[config.mk]
export PLATFORM = sky130hd
export DESIGN_NAME = dm_access_ctrl_flat
export DESIGN_NICKNAME = d
export VERILOG_FILES = /design/src/rtl/dm_ctrl_pkg.sv /design/src/rtl/dm_access_ctrl_if.sv /design/src/rtl/dm_arb_pick.sv /design/src/rtl/dm_access_ctrl.sv /design/src/flat_wrapper.sv
export SDC_FILE = /design/constraint.sdc
export NUM_CORES = 1
export LEC_CHECK = 0
export ABC_AREA = 1
export CAP_MARGIN = 10
export CORE_ASPECT_RATIO = 0.8
export CORE_UTILIZATION = 37
export DETAILED_ROUTE_END_ITERATION = 10
export GPL_TIMING_DRIVEN = 0
export MAX_ROUTING_LAYER = met4
export PLACE_DENSITY = 0.87
export SYNTH_ARGS = -nofsm -noshare
export SYNTH_HDL_FRONTEND = slang
export SYNTH_SLANG_ARGS = --single-unit
[constraint.sdc]
create_clock -name clk_in -period 1.49 [get_ports clk_in]
set_input_delay 0.298 -clock clk_in [delete_from_list [all_inputs] [get_ports clk_in]]
set_output_delay 0.298 -clock clk_in [all_outputs]
set_load 0.02 [all_outputs]
[src/rtl/dm_ctrl_pkg.sv]
`default_nettype none
// ============================================================================
//  Module   : dm_ctrl_pkg
//  Purpose  : Shared types and helpers for the data-memory access controller.
//  Revision : 1.0 - initial release
// ============================================================================
package dm_ctrl_pkg;

    typedef enum logic [1:0] {
        IDLE      = 2'd0,
        BUSY_CORE = 2'd1,
        BUSY_DMA  = 2'd2
    } dm_state_t;

    typedef struct packed {
        logic        wr;
        logic [31:0] addr;
        logic [31:0] wdata;
        logic [3:0]  mask;
    } dm_req_t;

    localparam int c_default_starve_limit = 8;

    // Width needed to hold 0..limit inclusive.
    function automatic int cnt_width(input int limit);
        return $clog2(limit + 1);
    endfunction

endpackage
`default_nettype wire

[src/rtl/dm_access_ctrl_if.sv]
`default_nettype none
// ============================================================================
//  Module   : dm_access_ctrl_if
//  Purpose  : Core, DMA and data-memory port bundle for dm_access_ctrl.
//  Revision : 1.0 - initial release
// ============================================================================
interface dm_access_ctrl_if;
    logic        core_req_in;
    logic        core_wr_in;
    logic [31:0] core_addr_in;
    logic [31:0] core_wdata_in;
    logic [3:0]  core_mask_in;
    logic        core_stall_out;
    logic [31:0] core_rdata_out;
    logic        core_rvalid_out;

    logic        dma_req_in;
    logic        dma_wr_in;
    logic [31:0] dma_addr_in;
    logic [31:0] dma_wdata_in;
    logic [3:0]  dma_mask_in;
    logic        dma_ack_out;
    logic [31:0] dma_rdata_out;
    logic        dma_rvalid_out;

    logic        dm_req_out;
    logic        dm_wr_out;
    logic [31:0] dm_addr_out;
    logic [31:0] dm_data_out;
    logic [3:0]  dm_wr_mask_out;
    logic        dm_ready_in;
    logic [31:0] dm_rdata_in;

    modport slave (
        input  core_req_in, core_wr_in, core_addr_in, core_wdata_in, core_mask_in,
        output core_stall_out, core_rdata_out, core_rvalid_out,
        input  dma_req_in, dma_wr_in, dma_addr_in, dma_wdata_in, dma_mask_in,
        output dma_ack_out, dma_rdata_out, dma_rvalid_out,
        output dm_req_out, dm_wr_out, dm_addr_out, dm_data_out, dm_wr_mask_out,
        input  dm_ready_in, dm_rdata_in
    );

    modport master (
        output core_req_in, core_wr_in, core_addr_in, core_wdata_in, core_mask_in,
        input  core_stall_out, core_rdata_out, core_rvalid_out,
        output dma_req_in, dma_wr_in, dma_addr_in, dma_wdata_in, dma_mask_in,
        input  dma_ack_out, dma_rdata_out, dma_rvalid_out,
        input  dm_req_out, dm_wr_out, dm_addr_out, dm_data_out, dm_wr_mask_out,
        output dm_ready_in, dm_rdata_in
    );
endinterface
`default_nettype wire

[src/rtl/dm_arb_pick.sv]
`default_nettype none
// ============================================================================
//  Module   : dm_arb_pick
//  Purpose  : Core-priority winner selection with DMA anti-starvation override.
//  Revision : 1.0 - initial release
// ============================================================================
module dm_arb_pick
    import dm_ctrl_pkg::*;
#(
    parameter int STARVE_LIMIT = c_default_starve_limit
) (
    input  logic                                core_req,
    input  logic                                dma_req,
    input  logic [cnt_width(STARVE_LIMIT)-1:0]  starve_cnt,
    output logic                                grant_core,
    output logic                                grant_dma
);
    localparam int c_cnt_w = cnt_width(STARVE_LIMIT);
    localparam logic [c_cnt_w-1:0] c_limit = c_cnt_w'(STARVE_LIMIT);

    logic w_dma_starved;

    assign w_dma_starved = dma_req & (starve_cnt == c_limit);
    assign grant_core    = core_req & ~w_dma_starved;
    assign grant_dma     = dma_req & ~grant_core;
endmodule
`default_nettype wire

[src/rtl/dm_access_ctrl.sv]
`default_nettype none
// ============================================================================
//  Module   : dm_access_ctrl
//  Purpose  : Arbitrates core and DMA onto the single data-memory port.
//  Revision : 1.0 - initial release
// ============================================================================
module dm_access_ctrl
    import dm_ctrl_pkg::*;
#(
    parameter int DMA_STARVE_LIMIT = c_default_starve_limit
) (
    input  logic            clk_in,
    input  logic            rst_in,
    dm_access_ctrl_if.slave bus
);
    localparam int c_cnt_w = cnt_width(DMA_STARVE_LIMIT);
    localparam logic [c_cnt_w-1:0] c_limit = c_cnt_w'(DMA_STARVE_LIMIT);
    localparam logic [c_cnt_w-1:0] c_one   = c_cnt_w'(1);

    dm_state_t          r_state;
    dm_state_t          w_state_nxt;
    logic               w_arb_core;
    logic               w_arb_dma;
    logic               w_grant_core;
    logic               w_grant_dma;
    logic               w_done;
    dm_req_t            w_win;
    logic [c_cnt_w-1:0] r_starve_cnt;

    logic        r_dm_req;
    logic        r_dm_wr;
    logic [31:0] r_dm_addr;
    logic [31:0] r_dm_data;
    logic [3:0]  r_dm_mask;
    logic [31:0] r_core_rdata;
    logic        r_core_rvalid;
    logic [31:0] r_dma_rdata;
    logic        r_dma_rvalid;

    dm_arb_pick #(
        .STARVE_LIMIT (DMA_STARVE_LIMIT)
    ) u_arb (
        .core_req   (bus.core_req_in),
        .dma_req    (bus.dma_req_in),
        .starve_cnt (r_starve_cnt),
        .grant_core (w_arb_core),
        .grant_dma  (w_arb_dma)
    );

    always_comb begin
        w_state_nxt  = r_state;
        w_grant_core = 1'b0;
        w_grant_dma  = 1'b0;
        w_done       = 1'b0;
        case (r_state)
            IDLE: begin
                if (w_arb_core) begin
                    w_grant_core = 1'b1;
                    w_state_nxt  = BUSY_CORE;
                end else if (w_arb_dma) begin
                    w_grant_dma  = 1'b1;
                    w_state_nxt  = BUSY_DMA;
                end
            end
            BUSY_CORE, BUSY_DMA: begin
                if (bus.dm_ready_in) begin
                    w_done      = 1'b1;
                    w_state_nxt = IDLE;
                end
            end
            default: w_state_nxt = IDLE;
        endcase
    end

    always_comb begin
        if (w_grant_core) begin
            w_win = '{wr: bus.core_wr_in, addr: bus.core_addr_in,
                      wdata: bus.core_wdata_in, mask: bus.core_mask_in};
        end else begin
            w_win = '{wr: bus.dma_wr_in, addr: bus.dma_addr_in,
                      wdata: bus.dma_wdata_in, mask: bus.dma_mask_in};
        end
    end

    always_ff @(posedge clk_in) begin
        if (rst_in) begin
            r_state <= IDLE;
        end else begin
            r_state <= w_state_nxt;
        end
    end

    always_ff @(posedge clk_in) begin
        if (rst_in) begin
            r_dm_req      <= 1'b0;
            r_dm_wr       <= 1'b0;
            r_dm_addr     <= '0;
            r_dm_data     <= '0;
            r_dm_mask     <= '0;
            r_core_rdata  <= '0;
            r_core_rvalid <= 1'b0;
            r_dma_rdata   <= '0;
            r_dma_rvalid  <= 1'b0;
            r_starve_cnt  <= '0;
        end else begin
            r_core_rvalid <= 1'b0;
            r_dma_rvalid  <= 1'b0;
            if (w_grant_core || w_grant_dma) begin
                r_dm_req  <= 1'b1;
                r_dm_wr   <= w_win.wr;
                r_dm_addr <= w_win.addr;
                r_dm_data <= w_win.wdata;
                r_dm_mask <= w_win.wr ? w_win.mask : 4'b0000;
            end else if (w_done) begin
                r_dm_req <= 1'b0;
                r_dm_wr  <= 1'b0;
                // Read data is steered back to whichever requester owns the access.
                if (!r_dm_wr) begin
                    if (r_state == BUSY_CORE) begin
                        r_core_rdata  <= bus.dm_rdata_in;
                        r_core_rvalid <= 1'b1;
                    end else begin
                        r_dma_rdata   <= bus.dm_rdata_in;
                        r_dma_rvalid  <= 1'b1;
                    end
                end
            end
            if (w_grant_dma) begin
                r_starve_cnt <= '0;
            end else if (w_grant_core && bus.dma_req_in && (r_starve_cnt != c_limit)) begin
                r_starve_cnt <= r_starve_cnt + c_one;
            end
        end
    end

    assign bus.core_stall_out  = bus.core_req_in & ~((r_state == BUSY_CORE) & bus.dm_ready_in);
    assign bus.dma_ack_out     = (r_state == BUSY_DMA) & bus.dm_ready_in;
    assign bus.dm_req_out      = r_dm_req;
    assign bus.dm_wr_out       = r_dm_wr;
    assign bus.dm_addr_out     = r_dm_addr;
    assign bus.dm_data_out     = r_dm_data;
    assign bus.dm_wr_mask_out  = r_dm_mask;
    assign bus.core_rdata_out  = r_core_rdata;
    assign bus.core_rvalid_out = r_core_rvalid;
    assign bus.dma_rdata_out   = r_dma_rdata;
    assign bus.dma_rvalid_out  = r_dma_rvalid;
endmodule
`default_nettype wire

[src/flat_wrapper.sv]
// flat-port wrapper written by rule: the top's interface ports become plain ports
module dm_access_ctrl_flat import dm_ctrl_pkg::*;
#(
    parameter int DMA_STARVE_LIMIT = c_default_starve_limit
)
  (clk_in, rst_in, bus_core_req_in, bus_core_wr_in, bus_core_addr_in, bus_core_wdata_in, bus_core_mask_in, bus_core_stall_out, bus_core_rdata_out, bus_core_rvalid_out, bus_dma_req_in, bus_dma_wr_in, bus_dma_addr_in, bus_dma_wdata_in, bus_dma_mask_in, bus_dma_ack_out, bus_dma_rdata_out, bus_dma_rvalid_out, bus_dm_req_out, bus_dm_wr_out, bus_dm_addr_out, bus_dm_data_out, bus_dm_wr_mask_out, bus_dm_ready_in, bus_dm_rdata_in);
  dm_access_ctrl_if bus_i ();
  input  logic clk_in;
  input  logic rst_in;
  input wire logic [$bits(bus_i.core_req_in)-1:0] bus_core_req_in;
  input wire logic [$bits(bus_i.core_wr_in)-1:0] bus_core_wr_in;
  input wire logic [$bits(bus_i.core_addr_in)-1:0] bus_core_addr_in;
  input wire logic [$bits(bus_i.core_wdata_in)-1:0] bus_core_wdata_in;
  input wire logic [$bits(bus_i.core_mask_in)-1:0] bus_core_mask_in;
  output wire logic [$bits(bus_i.core_stall_out)-1:0] bus_core_stall_out;
  output wire logic [$bits(bus_i.core_rdata_out)-1:0] bus_core_rdata_out;
  output wire logic [$bits(bus_i.core_rvalid_out)-1:0] bus_core_rvalid_out;
  input wire logic [$bits(bus_i.dma_req_in)-1:0] bus_dma_req_in;
  input wire logic [$bits(bus_i.dma_wr_in)-1:0] bus_dma_wr_in;
  input wire logic [$bits(bus_i.dma_addr_in)-1:0] bus_dma_addr_in;
  input wire logic [$bits(bus_i.dma_wdata_in)-1:0] bus_dma_wdata_in;
  input wire logic [$bits(bus_i.dma_mask_in)-1:0] bus_dma_mask_in;
  output wire logic [$bits(bus_i.dma_ack_out)-1:0] bus_dma_ack_out;
  output wire logic [$bits(bus_i.dma_rdata_out)-1:0] bus_dma_rdata_out;
  output wire logic [$bits(bus_i.dma_rvalid_out)-1:0] bus_dma_rvalid_out;
  output wire logic [$bits(bus_i.dm_req_out)-1:0] bus_dm_req_out;
  output wire logic [$bits(bus_i.dm_wr_out)-1:0] bus_dm_wr_out;
  output wire logic [$bits(bus_i.dm_addr_out)-1:0] bus_dm_addr_out;
  output wire logic [$bits(bus_i.dm_data_out)-1:0] bus_dm_data_out;
  output wire logic [$bits(bus_i.dm_wr_mask_out)-1:0] bus_dm_wr_mask_out;
  input wire logic [$bits(bus_i.dm_ready_in)-1:0] bus_dm_ready_in;
  input wire logic [$bits(bus_i.dm_rdata_in)-1:0] bus_dm_rdata_in;
  assign bus_i.core_req_in = bus_core_req_in;
  assign bus_i.core_wr_in = bus_core_wr_in;
  assign bus_i.core_addr_in = bus_core_addr_in;
  assign bus_i.core_wdata_in = bus_core_wdata_in;
  assign bus_i.core_mask_in = bus_core_mask_in;
  assign bus_core_stall_out = bus_i.core_stall_out;
  assign bus_core_rdata_out = bus_i.core_rdata_out;
  assign bus_core_rvalid_out = bus_i.core_rvalid_out;
  assign bus_i.dma_req_in = bus_dma_req_in;
  assign bus_i.dma_wr_in = bus_dma_wr_in;
  assign bus_i.dma_addr_in = bus_dma_addr_in;
  assign bus_i.dma_wdata_in = bus_dma_wdata_in;
  assign bus_i.dma_mask_in = bus_dma_mask_in;
  assign bus_dma_ack_out = bus_i.dma_ack_out;
  assign bus_dma_rdata_out = bus_i.dma_rdata_out;
  assign bus_dma_rvalid_out = bus_i.dma_rvalid_out;
  assign bus_dm_req_out = bus_i.dm_req_out;
  assign bus_dm_wr_out = bus_i.dm_wr_out;
  assign bus_dm_addr_out = bus_i.dm_addr_out;
  assign bus_dm_data_out = bus_i.dm_data_out;
  assign bus_dm_wr_mask_out = bus_i.dm_wr_mask_out;
  assign bus_i.dm_ready_in = bus_dm_ready_in;
  assign bus_i.dm_rdata_in = bus_dm_rdata_in;
  dm_access_ctrl #(.DMA_STARVE_LIMIT(DMA_STARVE_LIMIT)) u_core (.clk_in(clk_in), .rst_in(rst_in), .bus(bus_i));
endmodule
# ---- Word-level counts from Yosys, hierarchy flattened
# Index checks and enable logic that the tools add are counted.
dict set report word_totals {
  register_bits 142
  latchBits 0
  mem_bits_rw 0
  rom_bits 0
  in_bits 175
  out_inout_bits 138
  wordCells 60
  mem_count 0
}
dict set report op_classes {
  addsub 1
  multipliers 0
  div 0
  order_cmp 0
  eq_ne 6
  shifts 0
  muxes 18
  bitwise 13
  n_reduce_logical 11
}
# op n
set op_table {}
lappend op_table {{two-way mux 69 bit} 1}
lappend op_table {{two-way mux 1 bit} 12}
lappend op_table {{AND reduction 4 bit} 2}
lappend op_table {{NOT 1 bit} 7}
lappend op_table {{AND 1 bit} 6}
lappend op_table {{two-way mux 2 bit} 3}
lappend op_table {{adder 4 x 1 -> 4 bit, second input constant} 1}
lappend op_table {{== test 4 bit, second input constant} 1}
lappend op_table {{two-way mux 4 bit} 1}
lappend op_table {{inequality test 4 bit, second input constant} 1}
lappend op_table {{case mux 2 bit (2 select lines)} 1}
lappend op_table {{OR reduction 2 bit} 2}
lappend op_table {{OR reduction 4 bit} 1}
lappend op_table {{inequality test 3 bit, second input constant} 1}
lappend op_table {{== test 2 x 1 -> 1 bit, second input constant} 1}
lappend op_table {{== test 2 bit, second input constant} 1}
lappend op_table {{logical AND 1 bit} 2}
lappend op_table {{zero test 2 bit} 1}
lappend op_table {{inequality test 2 bit, second input constant} 1}
lappend op_table {{AND reduction 2 bit} 1}
lappend op_table {{nonzero test 2 bit} 1}
lappend op_table {{logical OR 1 bit} 1}

# ---- Depth between registers and ports, before layout
dict set report logic_depth {
  ltp_word 12
  mapped_depth 11
}

# ---- Modules after synthesis
# A second synthesis with hierarchy kept.
dict set report unflattened {
  cells_unflattened 1122
  hier_area_um2 6995.5
}
# module n_inst cells_per_inst area_per_inst_um2
set by_module_without_submodules {}
lappend by_module_without_submodules {dm_access_ctrl 1 1111 6942.9}
lappend by_module_without_submodules {dm_arb_pick 1 11 52.6}

# ---- Least setup slack after synthesis
# Ideal clock, no wire load.
dict set report synth_timing {
  kind {reg2reg}
  startpoint {register u_core.r_state[0]}
  endpoint {register u_core.r_dm_addr[30], in the netlist u_core.bus.dm_addr_out[30]}
  arrival_time_ns 1.491
  path_slack_ns -0.110
  path_stages_with_launch 11
  path_buffers 3
  synth_period_minus_slack_ns 1.600
  path_cell_list {dfxtp_1 > inv_1 > ha_1 > buf_2 > o21ai_4 > inv_2 > buf_2 > buf_2 > o21a_1 > nand2_1 > inv_1}
}
dict set report synth_via {
  elab_chain_cells 3
}
# element line
set synth_rtl {}
lappend synth_rtl {{start, declared} dm_access_ctrl.sv:20} ;# dm_state_t r_state;
lappend synth_rtl {{start signal, assigned} dm_access_ctrl.sv:89} ;# r_state <= w_state_nxt;
lappend synth_rtl {{zero test 2 bit (*)} dm_access_ctrl.sv:55} ;# case (r_state)
lappend synth_rtl {{two-way mux 1 bit} dm_access_ctrl.sv:55}
lappend synth_rtl {{two-way mux 69 bit or logical OR 1 bit (tied branches)} {dm_access_ctrl.sv:76, dm_access_ctrl.sv:108}}
lappend synth_rtl {{end signal, assigned} dm_access_ctrl.sv:111} ;# r_dm_addr <= w_win.addr;
lappend synth_rtl {{end, declared} dm_access_ctrl.sv:32} ;# logic [31:0] r_dm_addr;
# Mark *: on every way between the ends. The rest lies on a longest branch, timed or not.
# A chain may end at the register's enable or synchronous reset.

# ---- Worst setup path in the final report
dict set report layout_timing {
  startpoint {register u_core.r_state[0]}
  endpoint {register u_core.r_dm_addr[22], in the netlist u_core.bus.dm_addr_out[22]}
}
# The elaborated chain is that of the path after synthesis.

==> flow_summary.yaml <==
timing:
  setup_violations: 153
  fmaxAchievable_mhz: 521
  drv_slew: 0
  worst_pin_slew_ps: 818
  max_slew_margin_pct: 45.4
  fin_ws_ps: -431
  hold_violations: 0
  min_period_over_period_pct: 129
  finalClockSkew_ps: 11.4
  grt_setup_unrepaired: "yes"
  period_needed_ps: 1920
  fin_setup_tns_ps: -38930
pwr:
  p_comb_share_pct: 34.3
  p_switching_mw: 4.82
  p_int_mw: 8.90
  clkPwrFrac_pct: 34.6
  p_per_area_mw_per_mm2: 991
  seqPwrFrac_pct: 31.1
  p_leak_nw: 6.11
  peakVddDrop_mv: 0.849
  switching_share_pct: 35.1
  power_mw: 13.7
route:
  firstDrtPassIters: 8
  drc: 0
  drtIter0Drc: 701
  vias: 8623
  via_per_inst: 5.72
  finalWirelength_um: 36900
  post_drt_wl_per_cell_um: 24.5
  ant_nets: 0
synthesis:
  synthXorXnorAreaFrac_pct: 0
  synth-simple-area-share_pct: 29.7
  synth_top_area_share_pct: 45.0
  syn_nets: 1056
  seq_area_frac_synth_pct: 45.0
  synth_top_family_by_area: "simple AND/OR/NAND/NOR gates"
  synth.area.mux_share_pct: 0
  synthDistinctLibCells: 21
  synth.avg_cell_area_sq_um: 7.21
  synth.area.top_cells: "dfxtp_1 45%, nand2_1 17%, nand3_1 11%"
  syn_inst: 876
  yosysTopAreaCell: "dfxtp_1"
  syn_area_sq_mm: 0.00632
  yosysWarnings: 0
  synthAdderAreaFrac_pct: 0.990
  synth_compound_area_share_pct: 14.2
  ys_seq_elements: 142
clock_network:
  clk_pin_slew_ps: 70
  cts_buffer_depth: 2
  cts_tree: "yes"
  cts_hold_buffers: 0
  cts_buffers: 17
  cts_sinks: 142
  cts-root-buf: "clkbuf_16"
  cts_max_level: 4
  clk_latency_ps: 430
global_routing:
  grt_pass1_vias: 8481
  antenna_found_initial: 2
  grt_pass1_wl_um: 46000
  grt_max_degree: 17
  grt_usage_pct: 35.4
  grt_overflow: 0
setup_path:
  critPathLaunchType: "flip-flop"
  cp_max_fo: 6
  critical_path.slowest_cell: "dfxtp_4"
  arrival_ps: 2250
  critPathTopFamily: "buffers and inverters"
  path_buf_inv: 6
  required_ps: 1820
  critPathMaxStageDelay_ps: 380
  worstSetupEndpointType: "flip-flop"
  crit_type: "flip-flop to flip-flop"
  cp_cell_sequence: "inv_4 -> ha_4 -> buf_6 -> nand3_4 -> buf_6 -> buf_12 -> buf_12 -> nand2_4 -> nand3_4 -> nand2_2 -> inv_1"
run_status:
  violations: "setup timing"
  outcome: "complete, but fails checks"
placed_design:
  port_buffers: 311
  gp_congestion: 0.864
  hpwl_um: 16500
run:
  max-cap-violations: 0
die:
  die_y_um: 119
  initial_core_util_pct: 38.0
  die_area_sq_mm: 0.0176
  die_w_um: 148
  ios: 313
  coreArea_sq_mm: 0.0166
  rows: 42
final_layout:
  drive_gt1_share_pct: 46.2
  syn_to_final_growth_pct: 119
  fin_nets: 1452
  fill_cells: 785
min_path:
  hp-class: "input port to flip-flop"
[power groups by stage]
stage               clock network, mW  registers (mW)  logic, mW
finish                           4.75            4.27       4.71
global route                     4.95            4.28       4.86
floorplan                           0            4.64       1.17
CTS                              4.70            4.22       4.11
global placement                    0            4.29       2.88
detailed placement                  0            4.31       2.91
[synthesized netlist by cell type]
library cell  number
o21ai_4            1
nand2_1          288
nor2_1            10
ha_1               5
dfxtp_1          142
o21a_1            64
buf_1              1
o21ai_0            3
a21oi_1           75
buf_2             26
clkbuf_1          26
nand4_4            1
inv_1             76
nand3_4            1
a21boi_0           1
nand4_1            5
nand3_1          136
nand2_2            1
inv_2              4
buf_6              9
buf_4              1
[state kept, by name, indices dropped and copies added (netlist names)]
signal                      cells
u_core.r_starve_cnt             4
u_core.bus.core_rdata_out      32
u_core.bus.dma_rvalid_out       1
u_core.r_state                  2
u_core.bus.core_rvalid_out      1
u_core.bus.dm_addr_out         32
u_core.bus.dm_data_out         32
u_core.bus.dm_req_out           1
u_core.bus.dm_wr_out            1
u_core.bus.dm_wr_mask_out       4
u_core.bus.dma_rdata_out       32
[worst paths after layout]
kind,from,end,slack (ps),cells past startpoint
worst max-delay path,u_core.r_state[0]$_SDFFE_PP0P_,u_core.bus.dm_addr_out[22]$_SDFFE_PP0P_,-430,11
worst min-delay path,bus_core_req_in,u_core.bus.dm_wr_mask_out[3]$_SDFFE_PP0P_,470,5
worst max register to register,u_core.r_state[0]$_SDFFE_PP0P_,u_core.bus.dm_addr_out[22]$_SDFFE_PP0P_,-430,11
worst min register to register,u_core.bus.core_rdata_out[21]$_SDFFE_PP0P_,u_core.bus.core_rdata_out[21]$_SDFFE_PP0P_,470,2
[area by class of cell]
cell class,instances,area (sq um),share of cell area [%]
Multi-Input combinational cell,592,5130,37.1
Timing Repair Buffer,377,3890,28.1
Sequential cell,142,2860,20.6
Buffer,62,719,5.20
Clock buffer,17,425,3.07
Inverter,80,330,2.39
Tap cell,220,275,1.99
Clock inverter,15,215,1.55
Antenna cell,2,5.00,0.0361
[worst reg2reg max path: stages (launching register included)]
cell and delay, ps:
dfxtp_4 380, inv_4 130, ha_4 210, buf_6 120, nand3_4 150, buf_6 180, buf_12 140, buf_12 150
nand2_4 60, nand3_4 100, nand2_2 130, inv_1 60
[cells by family (layout without fill, tap and decap cells)]
kind of cell	after synthesis	count (layout)
AOI/OAI and AO/OA	144	144
adders and majority gates	5	5
buffers and inverters	143	551
DFF	142	142
other	0	2
and+or+nand+nor	442	443
[layout by cell type, fill, tap and decap left out, drive strengths merged, types with 10 or more instances in the layout]
cell           synthesis  final
o21a                  64     64
clkdlybuf4s15          0     29
inv                   80     90
nor2                  10     10
nand2                289    290
clkdlybuf4s50          0    171
a21oi                 75     75
dlygate4sd2            0     99
buf                   37    105
dfxtp                142    142
clkbuf                26     51
nand3                137    137
[per-stage QoR]
stage / utilization [%] / setup WS, ps / instance area (sq um) / hold slack (ps) / cells
4_1_cts: 77.2 / -235 / 12800 / 361 / 1501
2_1_floorplan: - / -67.0 / 6340 / 457 / 876
3_3_place_gp: 58.6 / -687 / 9720 / 448 / 1407
5_1_grt: 83.4 / -474 / 13800 / 439 / 1507
3_5_place_dp: 58.6 / -718 / 9720 / 452 / 1407
6_report: 83.4 / -431 / 13800 / 466 / 1507
[repair_timing]
action	CTS	global route
setup endpoints to repair	280	153
pin swaps	157	146
resized for setup	646	331
buffers inserted	35	14
cloned	27	1
[per-layer routing]
metal	vias to the layer above	global-route usage, %	part of all wire [%]
met5	-	-	0
met4	0	19.3	7.5
met3	239	8.89	9.4
met2	673	60.2	48
met1	4083	37.7	35
li1	3628	-	-
(Power assumes the default switching activity.)
